File: config.mk
export PLATFORM = sky130hd
export DESIGN_NAME = if_stage
export DESIGN_NICKNAME = d
export VERILOG_FILES = /design/src/rtl/mips_defs.sv /design/src/rtl/if_id_reg.sv /design/src/rtl/if_stage.sv
export SDC_FILE = /design/constraint.sdc
export NUM_CORES = 1
export LEC_CHECK = 0
export CORE_UTILIZATION = 42
export DETAILED_ROUTE_END_ITERATION = 10
export PLACE_DENSITY = 0.9
export SYNTH_ARGS = -nofsm -noshare
export SYNTH_HDL_FRONTEND = slang
export SYNTH_SLANG_ARGS = --single-unit
File: constraint.sdc
create_clock -name clk -period 3.74 [get_ports clk]
set_input_delay 0.748 -clock clk [delete_from_list [all_inputs] [get_ports clk]]
set_output_delay 0.748 -clock clk [all_outputs]
set_load 0.02 [all_outputs]
File: src/rtl/mips_defs.sv
// Shared MIPS pipeline definitions: reset/handler vectors, legal fetch window,
// exception codes and the IF/ID payload layout.
package mips_defs;

   localparam int unsigned XLEN  = 32;
   localparam int unsigned EXC_W = 5;

   localparam logic [XLEN-1:0] RESET_PC   = 32'h0000_3000;
   localparam logic [XLEN-1:0] HANDLER_PC = 32'h0000_4180;
   localparam logic [XLEN-1:0] IM_LO      = 32'h0000_3000;
   localparam logic [XLEN-1:0] IM_HI      = 32'h0000_6FFC;

   localparam logic [EXC_W-1:0] EXC_INT  = 5'd0;
   localparam logic [EXC_W-1:0] EXC_ADEL = 5'd4;
   localparam logic [EXC_W-1:0] EXC_ADES = 5'd5;
   localparam logic [EXC_W-1:0] EXC_RI   = 5'd10;
   localparam logic [EXC_W-1:0] EXC_OV   = 5'd12;

   typedef struct packed {
      logic [XLEN-1:0]  pc;
      logic [XLEN-1:0]  instr;
      logic [EXC_W-1:0] exc_code;
      logic             bd;
   } if_id_t;

   // Fetch address error: misaligned or outside the instruction memory window.
   function automatic logic fetch_adel(input logic [XLEN-1:0] pc);
      return (pc[1:0] != 2'b00) || (pc < IM_LO) || (pc > IM_HI);
   endfunction

endpackage

File: src/rtl/if_id_reg.sv
// IF/ID pipeline register; priority reset > req > stall > flush > load.
module if_id_reg
   import mips_defs::*;
(
   input  logic   clk,
   input  logic   reset,
   input  logic   stall,
   input  logic   req,
   input  logic   flush,
   input  if_id_t fetch,
   output if_id_t d
);

   if_id_t d_next;

   // A bubble keeps a meaningful PC so downstream EPC logic always has one.
   always_comb begin
      d_next = d;
      if (req) begin
         d_next = '{pc: HANDLER_PC, instr: '0, exc_code: EXC_INT, bd: 1'b0};
      end else if (!stall) begin
         if (flush) begin
            d_next = '{pc: fetch.pc, instr: '0, exc_code: EXC_INT, bd: 1'b0};
         end else begin
            d_next = fetch;
         end
      end
   end

   always_ff @(posedge clk or posedge reset) begin
      if (reset) begin
         d <= '{pc: RESET_PC, instr: '0, exc_code: EXC_INT, bd: 1'b0};
      end else begin
         d <= d_next;
      end
   end

endmodule

File: src/rtl/if_stage.sv
// MIPS fetch stage: PC register, fetch address-error check and IF/ID register.
module if_stage
   import mips_defs::*;
(
   input  logic             clk,
   input  logic             reset,
   input  logic [XLEN-1:0]  NPC,
   input  logic             Stall,
   input  logic             Req,
   input  logic             FlushD,
   input  logic             F_BD,
   input  logic [XLEN-1:0]  Instr,
   output logic [XLEN-1:0]  F_PC,
   output logic [XLEN-1:0]  D_PC,
   output logic [XLEN-1:0]  D_Instr,
   output logic [EXC_W-1:0] D_ExcCode,
   output logic             D_BD
);

   logic   f_adel_c;
   if_id_t fetch_c;
   if_id_t d_q;

   // Redirect to the handler wins over a stall; NPC is taken unaligned.
   always_ff @(posedge clk or posedge reset) begin
      if (reset) begin
         F_PC <= RESET_PC;
      end else if (Req) begin
         F_PC <= HANDLER_PC;
      end else if (!Stall) begin
         F_PC <= NPC;
      end
   end

   // An illegal fetch becomes a nop carrying AdEL.
   always_comb begin
      f_adel_c = fetch_adel(F_PC);
      fetch_c  = '{pc: F_PC, instr: Instr, exc_code: EXC_INT, bd: F_BD};
      if (f_adel_c) begin
         fetch_c.instr    = '0;
         fetch_c.exc_code = EXC_ADEL;
      end
   end

   if_id_reg u_if_id_reg (
      .clk   (clk),
      .reset (reset),
      .stall (Stall),
      .req   (Req),
      .flush (FlushD),
      .fetch (fetch_c),
      .d     (d_q)
   );

   assign D_PC      = d_q.pc;
   assign D_Instr   = d_q.instr;
   assign D_ExcCode = d_q.exc_code;
   assign D_BD      = d_q.bd;

endmodule

==> out/results.tsv, run 1 <==
stage	metric	value	unit
power_and_ir_drop	power per cell area	364.5	nW/um^2
sta	fin crit share	61.52	%
worst_setup_path	Worst setup SP type	register	
worst_setup_path	CP Capture Type	output port	
layout	final net count	532	
floorplanning	die height	98.64	um
power_and_ir_drop	clock power share	31.5	%
floorplanning	initial core utilization	44.12	%
worst_setup_path	Reg2Reg Depth	5	
logic_synthesis	ranking of synthesized cells by area	dfrtp_1, mux2i_1, a22o_1	
global_routing	antenna violations before repair	0	
logic_synthesis	Post-synth top cells	dfrtp_1, mux2i_1, nor2_1	
worst_setup_path	Worst Path Buf+Inv	1	
route	vias	3043	
logic_synthesis	post-synthesis sequential element count	98	
logic_synthesis	post-synthesis cell type count	23	
clocking	CTS tree	built	
layout	Antenna diodes	0	
outcome	status	finished clean	
min_path	Hold Path Class	register to register	
global_routing	largest net degree at the start of global routing	68	
place	IO buf count	167	
logic_synthesis	Yosys warnings	0	
worst_setup_path	WP data arrival	1.55	ns
power_and_ir_drop	Max IR drop VDD	0.0002075	V
layout	layout cells sized above 1	6.667	%
clocking	# clock sinks	98	
global_routing	first-pass GRT wire length	16130	um
logic_synthesis	FFs w/ async S/R, synth	100.0	%
worst_setup_path	Levels on crit path	1	
logic_synthesis	largest area contributor in the netlist	dfrtp_1	
place	placed insts	559	
run	max_cap viols	0	
clocking	worst skew pair latency	0.35	ns
layout	final cell count without fillers	573	
floorplanning	Die Footprint	9730	um^2
global_routing	number of global-route vias before repair	3133	
sta	setup ws final	1.439	ns
floorplanning	Cell Rows	34	
floorplanning	io pins	172	
worst_setup_path	critical path type	register to output port	
layout	Area Growth Syn to Fin	48.55	%
route	DR pass1 iterations	4	
global_routing	GRT overflow	0	
sta	final worst path period need	2.301	ns
power_and_ir_drop	Pint	1.586	mW
route	initial drt markers	106	
global_routing	Global Route Usage Sum	21.34	%
route	Total Wirelength	10160	um
clocking	deepest level of the CTS H-tree	3	
route	drt drc	0	
sta	Slew Limit Fails	0	
logic_synthesis	most numerous cell in the Yosys netlist	dfrtp_1	
logic_synthesis	ys flop type	dfrtp_1	
sta	post-route setup TNS	0	ns
route	Post-DRT Antenna Nets	0	
floorplanning	core area	8891	um^2
clocking	hold buffers post-CTS	0	
worst_setup_path	Worst Path Required	2.99	ns
clocking	root buffer cell	clkbuf_8	
clocking	Worst-path clk slew	0.09	ns
min_path	Hold Path Depth	1	
place	DPL Wire Length	7332	um
worst_setup_path	slowest CP cell	clkdlybuf4s50_1	
power_and_ir_drop	Combinational Power Share	15.5	%
clocking	total CTS buffers	9	
sta	Hold Vio Cnt, Final	0	
clocking	PostCTS Resize Cnt	0	
power_and_ir_drop	Reg power frac	53.0	%
clocking	worst-case clock buffer depth	2	
worst_setup_path	Top delay family on crit path	buffers and inverters	
worst_setup_path	Max FO, Critical Path	5	
logic_synthesis	EDFF count, synth	0	
power_and_ir_drop	Sw Ratio	25.33	%
sta	Peak Freq	0.4346	GHz
route	Routed WL per cell	17.73	um
logic_synthesis	syn avg cell area	12.95	um^2
sta	relative slew slack	9.288	%
sta	setup violators final	0	
sta	Worst Clk Skew	0.009791	ns
logic_synthesis	Post-Syn Area	3923	um^2
power_and_ir_drop	Net Sw Power	537.9	uW
logic_synthesis	Mapped Cells	303	
place	post-placement setup slack	1.350	ns
logic_synthesis	Synth top area share	59.97	%
route	via/cell ratio	5.311	
place	GPL Wtd Cong	0.7598	
floorplanning	Die Wd	98.64	um
worst_setup_path	Critical Path Max Stage Delay	0.64	ns
clocking	setup bufs post-CTS	0	
worst_setup_path	CP Cell Sequence	clkdlybuf4s50_1	
sta	Least-Margin Pin Slew	1.355	ns
power_and_ir_drop	Leak	2.676	nW
sta	RSZ-0062 raised after global routing	false	
logic_synthesis	register area share after synthesis	62.65	%
[power by group through the flow]
stage | registers (mW) | clock network [mW] | logic (mW)
detailed placement | 1.15 | 0 | 0.333
floorplan | 1.18 | 0 | 0.119
global route | 1.13 | 0.728 | 0.354
finish | 1.13 | 0.669 | 0.329
global placement | 1.14 | 0 | 0.326
CTS | 1.13 | 0.690 | 0.335
[path summary, 6_finish.rpt]
path,startpoint,slack [ns],end
max,F_PC[13],1.44,F_PC[13]
min,u_if_id_reg.d[46],0.50,u_if_id_reg.d[46]
max reg2reg,F_PC[23],1.87,u_if_id_reg.d[13]
min reg2reg,u_if_id_reg.d[46],0.50,u_if_id_reg.d[46]
max in group asynchronous,reset,2.22,F_PC[1]
min in group asynchronous,reset,0.81,u_if_id_reg.d[13]
[registers in the layout, summed over array words and instances, names as in the netlist]
register       flops
F_PC              32
u_if_id_reg.d     66
[area by class of cell]
cell class                 instances  area, um^2
fill                             684        3064
multi-input combinational        181        1330
inverter                           1       6.256
clock inverter                     4       53.80
sequential                        98        2457
tap                              108       135.1
timing repair buffer             171        1707
clock buffer                      10       137.6
[cells by family after synthesis]
logic type	synth area share, %
AO/OA/AOI/OAI	9.283
buffers and inverters	3.796
flip-flops	62.65
multiplexers	14.80
other	0.09560
AND/OR/NAND/NOR	9.378
[per-stage QoR]
stage	area [um^2]	hold WS, ns	utilization [%]	total power [mW]
final	5827	0.4981	65.54	2.124
after global routing	5827	0.5240	65.54	2.213
after CTS	5827	0.5050	65.54	2.151
after detailed placement	5635	0.4825	63.38	1.480
after global placement	5635	0.4713	63.38	1.470
after floorplan	3934	0.5646	-	1.303
[cells in the final DEF, fill, tap and decap left out]
cell type	instances
bufinv_16	1
nor4_2	2
nor2b_2	1
buf_2	1
dfstp_2	4
conb_1	4
buf_4	4
clkdlybuf4s50_1	165
nand2_1	3
clkinv_4	1
buf_12	1
nor3_1	1
inv_4	1
o31ai_1	1
clkinvlp_4	2
o211ai_1	1
nor4_1	2
a21boi_0	1
dfrtp_1	94
mux2i_1	58
a22o_1	33
clkbuf_8	10
a211o_1	6
nor4_4	1
nor2b_1	6
or3_4	2
nor2_1	58
and3b_1	1
[metal layers]
metal | up-vias | wire [um] | global-route usage (%) | share of wire, %
met2 | 142 | 4965 | 36.02 | 49
met5 | - | 0 | 0 | 0
met1 | 1523 | 4098 | 25.35 | 40
met4 | 0 | 198 | 7.463 | 1.9
met3 | 17 | 900 | 7.589 | 8.9
li1 | 1361 | - | - | -
Power figures use the tool's default switching activity.
==> run 2: changes to the inputs <==
==> constraint.sdc (replaced) <==
create_clock -name clk -period 2.2 [get_ports clk]
set_input_delay 0.44 -clock clk [delete_from_list [all_inputs] [get_ports clk]]
set_output_delay 0.44 -clock clk [all_outputs]
set_load 0.02 [all_outputs]
==> run 2 against run 1 <==
Clock-buffer cell count unchanged. Clock skew down 0.0016 ns. Highest routed layer unchanged. Global-route usage down 0.63 points.
==> out/results.tsv, run 2 (synthesized netlist as in run 1, its figures left out) <==
stage	metric	value	unit
power_and_ir_drop	clock power share	34.8	%
worst_setup_path	Worst Path Required	1.76	ns
worst_setup_path	R2R setup slack	0.45	ns
clocking	CTS tree	built	
place	IO buf count	167	
worst_setup_path	CP Capture Type	output port	
min_path	Hold Path Class	primary input to register	
floorplanning	Cell Rows	34	
worst_setup_path	critical path type	register to output port	
global_routing	largest net degree at the start of global routing	72	
layout	max reg flops	66	
layout	largest registers	u_if_id_reg.d: 66 flops, F_PC: 32 flops	
sta	post-route setup TNS	0	ns
clocking	setup bufs post-CTS	0	
layout	fin util	66.49	%
power_and_ir_drop	Sw Ratio	25.30	%
floorplanning	initial core utilization	44.12	%
worst_setup_path	Worst Path Buf+Inv	1	
layout	most common cell after layout, fill and taps aside	clkdlybuf4s50_1	
route	Post-DRT Antenna Nets	0	
global_routing	first-pass GRT wire length	15700	um
route	initial drt markers	108	
clocking	hold buffers post-CTS	0	
worst_setup_path	Critical Path Max Stage Delay	0.61	ns
worst_setup_path	CP Cell Sequence	clkdlybuf4s50_1	
clocking	PostCTS Resize Cnt	0	
outcome	status	finished clean	
sta	setup violators final	0	
power_and_ir_drop	Max IR drop VDD	0.0002911	V
run	max_cap viols	0	
route	DR pass1 iterations	4	
power_and_ir_drop	Net Sw Power	961.8	uW
sta	final worst path period need	1.980	ns
clocking	root buffer cell	clkbuf_8	
route	via/cell ratio	5.111	
sta	Worst Clk Skew	0.008170	ns
layout	Area Growth Syn to Fin	50.72	%
power_and_ir_drop	Combinational Power Share	14.8	%
power_and_ir_drop	total power draw	3.801	mW
floorplanning	Die Footprint	9730	um^2
global_routing	number of global-route vias before repair	3111	
sta	setup ws final	0.2204	ns
worst_setup_path	Top delay family on crit path	buffers and inverters	
clocking	worst skew pair latency	0.35	ns
global_routing	Global Route Usage Sum	20.71	%
power_and_ir_drop	Reg power frac	50.3	%
power_and_ir_drop	power per cell area	643.0	nW/um^2
sta	relative slew slack	61.41	%
sta	Least-Margin Pin Slew	0.5789	ns
power_and_ir_drop	Leak	2.721	nW
layout	largest reg by FF count	u_if_id_reg.d	
route	vias	2959	
sta	fin crit share	89.98	%
layout	Antenna diodes	0	
floorplanning	die height	98.64	um
global_routing	antenna violations before repair	0	
power_and_ir_drop	Pint	2.839	mW
worst_setup_path	Worst setup SP type	register	
layout	final net count	536	
sta	Peak Freq	0.5052	GHz
route	Routed WL per cell	17.02	um
route	drt drc	0	
worst_setup_path	WP data arrival	1.54	ns
worst_setup_path	slowest CP cell	clkdlybuf4s50_1	
clocking	worst-case clock buffer depth	2	
place	GPL Wtd Cong	0.7863	
route	Total Wirelength	9852	um
layout	most frequent cells in the layout	clkdlybuf4s50_1, dfrtp_1, mux2i_1, nor2_1, a22o_1	
sta	RSZ-0062 raised after global routing	false	
clocking	total CTS buffers	9	
floorplanning	core area	8891	um^2
layout	layout cells sized above 1	7.856	%
sta	Hold Vio Cnt, Final	0	
global_routing	GRT overflow	0	
clocking	Worst-path clk slew	0.10	ns
floorplanning	io pins	172	
worst_setup_path	Max FO, Critical Path	5	
floorplanning	Die Wd	98.64	um
place	post-placement setup slack	0.1857	ns
sta	Slew Limit Fails	0	
clocking	deepest level of the CTS H-tree	3	
sta	Fin Hold WS	0.5079	ns
place	DPL Wire Length	7075	um
clocking	# clock sinks	98	
-- run 2: path summary, 6_finish.rpt --
| check | from | cells after the start | endpoint |
|---|---|---|---|
| hold reg to reg | u_if_id_reg.d[52] | 1 | u_if_id_reg.d[52] |
| hold / removal | Req | 3 | F_PC[12] |
| setup reg to reg | F_PC[24] | 5 | u_if_id_reg.d[28] |
| min in group asynchronous | reset | 3 | u_if_id_reg.d[3] |
| max in group asynchronous | reset | 3 | u_if_id_reg.d[38] |
| setup / recovery | F_PC[12] | 1 | F_PC[12] |
-- run 2: layer usage --
| layer | track usage (%) | vias up | part of all wire (%) |
|---|---|---|---|
| li1 | - | 1379 | - |
| met1 | 24.22 | 1431 | 40 |
| met2 | 35.05 | 135 | 49 |
| met3 | 7.234 | 14 | 9.2 |
| met4 | 8.152 | 0 | 1.7 |
| met5 | 0 | - | 0 |
-- run 2: final cells by class --
| type | instances | area (um^2) |
|---|---|---|
| clock buffers | 10 | 137.6 |
| inverters | 1 | 7.507 |
| multi-input cells | 181 | 1330 |
| flip-flops and latches | 98 | 2457 |
| fillers | 662 | 2979 |
| clock inverters | 6 | 95.09 |
| well taps | 108 | 135.1 |
| repair buffers | 175 | 1749 |
-- run 2: power by group through the flow --
stage | Sequential, mW | Clock [mW] | Combinational (mW)
after floorplan | 2.01 | 0 | 0.203
after global placement | 1.94 | 0 | 0.558
after detailed placement | 1.95 | 0 | 0.568
after CTS | 1.91 | 1.36 | 0.572
after global routing | 1.92 | 1.43 | 0.607
final | 1.91 | 1.32 | 0.564
-- run 2: stage by stage --
step / instances / cell area [um^2]
3_3_place_gp: 563 / 5679
2_1_floorplan: 306 / 3938
5_1_grt: 579 / 5912
3_5_place_dp: 563 / 5679
4_1_cts: 579 / 5912
6_report: 579 / 5912
-- run 2: worst min-delay path, delay by kind of cell --
kind,cells,cell delay (ns)
buffers and inverters,2,0.33
AND/OR/NAND/NOR,1,0.08
==> run 3: changes to the inputs <==
--- a/config.mk
+++ b/config.mk
@@ -8,6 +8,7 @@
 export CORE_UTILIZATION = 42
 export DETAILED_ROUTE_END_ITERATION = 10
 export PLACE_DENSITY = 0.9
+export SETUP_SLACK_MARGIN = 0.3
 export SYNTH_ARGS = -nofsm -noshare
 export SYNTH_HDL_FRONTEND = slang
 export SYNTH_SLANG_ARGS = --single-unit
==> run 3 against run 2 <==
Die area unchanged. Critical path depth is the same. Register-to-register slack hardly changed. Worst hold slack lost 0.0028 ns. Critical path type unchanged.
==> out/results.tsv, run 3 (synthesized netlist as in run 1, its figures left out) <==
stage	metric	value	unit
route	Total Wirelength	9876	um
layout	Area Growth Syn to Fin	51.00	%
worst_setup_path	RR Startpoint	F_PC[24]	
layout	fin area	5923	um^2
outcome	status	finished clean	
layout	most frequent cells in the layout	clkdlybuf4s50_1, dfrtp_1, mux2i_1, nor2_1, a22o_1	
global_routing	Global Route Usage Sum	20.74	%
worst_setup_path	crit path from	F_PC[16]	
floorplanning	io pins	172	
global_routing	largest net degree at the start of global routing	72	
global_routing	first-pass GRT wire length	15730	um
clocking	worst-case clock buffer depth	2	
sta	RSZ-0062 raised after global routing	false	
sta	final worst path period need	1.847	ns
worst_setup_path	RR Endpoint	u_if_id_reg.d[28]	
power_and_ir_drop	power per cell area	640.6	nW/um^2
power_and_ir_drop	Reg power frac	50.4	%
clocking	# clock sinks	98	
worst_setup_path	WP data arrival	1.41	ns
route	initial drt markers	100	
worst_setup_path	CP Capture Type	output port	
layout	largest registers	u_if_id_reg.d: 66 flops, F_PC: 32 flops	
layout	Antenna diodes	0	
sta	post-route setup TNS	0	ns
route	via/cell ratio	5.169	
worst_setup_path	Worst Path Required	1.76	ns
worst_setup_path	Levels on crit path	1	
power_and_ir_drop	Max IR drop VDD	0.0002909	V
clocking	worst skew pair latency	0.35	ns
clocking	total CTS buffers	9	
floorplanning	Die Wd	98.64	um
power_and_ir_drop	Combinational Power Share	14.8	%
layout	final cell count without fillers	579	
layout	final net count	536	
clocking	Worst-path clk slew	0.10	ns
worst_setup_path	CP Cell Sequence	clkdlybuf4s50_1	
sta	fin crit share	83.96	%
route	Routed WL per cell	17.06	um
floorplanning	initial core utilization	44.12	%
worst_setup_path	critical path type	register to output port	
sta	Worst Clk Skew	0.009011	ns
place	IO buf count	167	
worst_setup_path	Reg2Reg Depth	5	
global_routing	antenna violations before repair	0	
layout	layout cells sized above 1	7.856	%
floorplanning	Cell Rows	34	
place	GPL Wtd Cong	0.7863	
min_path	critical hold path startpoint	Req	
worst_setup_path	slowest CP cell	clkdlybuf4s50_1	
worst_setup_path	Worst setup SP type	register	
layout	most common cell after layout, fill and taps aside	clkdlybuf4s50_1	
route	vias	2993	
worst_setup_path	end of the critical path	F_PC[16]	
sta	Least-Margin Pin Slew	0.5777	ns
power_and_ir_drop	Sw Ratio	25.29	%
sta	Hold Vio Cnt, Final	0	
worst_setup_path	Max FO, Critical Path	4	
clocking	root buffer cell	clkbuf_8	
worst_setup_path	Top delay family on crit path	buffers and inverters	
sta	relative slew slack	61.49	%
place	placed insts	563	
sta	Fin Hold WS	0.5051	ns
route	DR pass1 iterations	4	
power_and_ir_drop	clock power share	34.9	%
place	DPL Wire Length	7075	um
route	Post-DRT Antenna Nets	0	
floorplanning	Die Footprint	9730	um^2
global_routing	GRT overflow	0	
floorplanning	core area	8891	um^2
worst_setup_path	R2R setup slack	0.44	ns
sta	Peak Freq	0.5414	GHz
global_routing	number of global-route vias before repair	3112	
route	drt drc	0	
run	max_cap viols	0	
power_and_ir_drop	Leak	2.850	nW
power_and_ir_drop	Pint	2.835	mW
layout	max reg flops	66	
clocking	CTS tree	built	
clocking	hold buffers post-CTS	0	
clocking	deepest level of the CTS H-tree	3	
layout	largest reg by FF count	u_if_id_reg.d	
worst_setup_path	Worst Path Buf+Inv	1	
power_and_ir_drop	Net Sw Power	959.9	uW
place	Post-DP Area	5679	um^2
floorplanning	die height	98.64	um
sta	Slew Limit Fails	0	
min_path	Hold Path Class	primary input to register	
sta	setup violators final	0	
worst_setup_path	Critical Path Max Stage Delay	0.64	ns
[run 3: changes by cell type in the layout (fill, tap and decap cells not counted)]
cell / delta
clkdlybuf4s50_1: -12
dlygate4sd2_1: +5
dlymetal6s2s_1: +7
[run 3: layout make-up]
| cell class | count | area, um^2 |
|---|---|---|
| Fill cell | 659 | 2968 |
| Sequential cell | 98 | 2457 |
| Timing Repair Buffer | 175 | 1760 |
| Multi-Input combinational cell | 181 | 1330 |
| Clock buffer | 10 | 137.6 |
| Tap cell | 108 | 135.1 |
| Clock inverter | 6 | 95.09 |
| Inverter | 1 | 7.507 |
[run 3: stage by stage]
step	util [%]	power [mW]	setup slack, ns
2_1_floorplan	-	2.215	0.5653
4_1_cts	66.42	3.839	0.3082
5_1_grt	66.62	3.956	0.3062
3_3_place_gp	63.88	2.502	0.2661
6_report	66.62	3.795	0.3529
3_5_place_dp	63.88	2.516	0.1857
[run 3: how the worst min path moves through the flow]
stage / slack (ns) / depth (start not counted) / endpoint
finish: 0.51 / 3 / F_PC[12]
global route: 0.50 / 3 / F_PC[13]
CTS: 0.48 / 3 / F_PC[13]
detailed placement: 0.49 / 1 / u_if_id_reg.d[8]
global placement: 0.47 / 1 / u_if_id_reg.d[52]
floorplan: 0.56 / 2 / u_if_id_reg.d[50]
[run 3: metal layers]
metal,global-route usage [%],wire [um],vias up
met5,0,0,-
met3,7.234,910,17
li1,-,-,1388
met2,35.10,4857,134
met1,24.26,3910,1454
met4,8.152,197,0
[run 3: timing repair]
item | 4_1_cts | 5_1_grt
setup buffers | 0 | 0
pin swaps | 0 | 1
gates resized for setup | 5 | 7
setup endpoints to repair | 5 | 9
[run 3: power groups by stage]
stage / clock network [mW] / registers, mW / logic (mW)
after detailed placement: 0 / 1.95 / 0.568
after floorplan: 0 / 2.01 / 0.203
after global routing: 1.43 / 1.92 / 0.602
final: 1.32 / 1.91 / 0.560
after CTS: 1.36 / 1.91 / 0.569
after global placement: 0 / 1.94 / 0.558
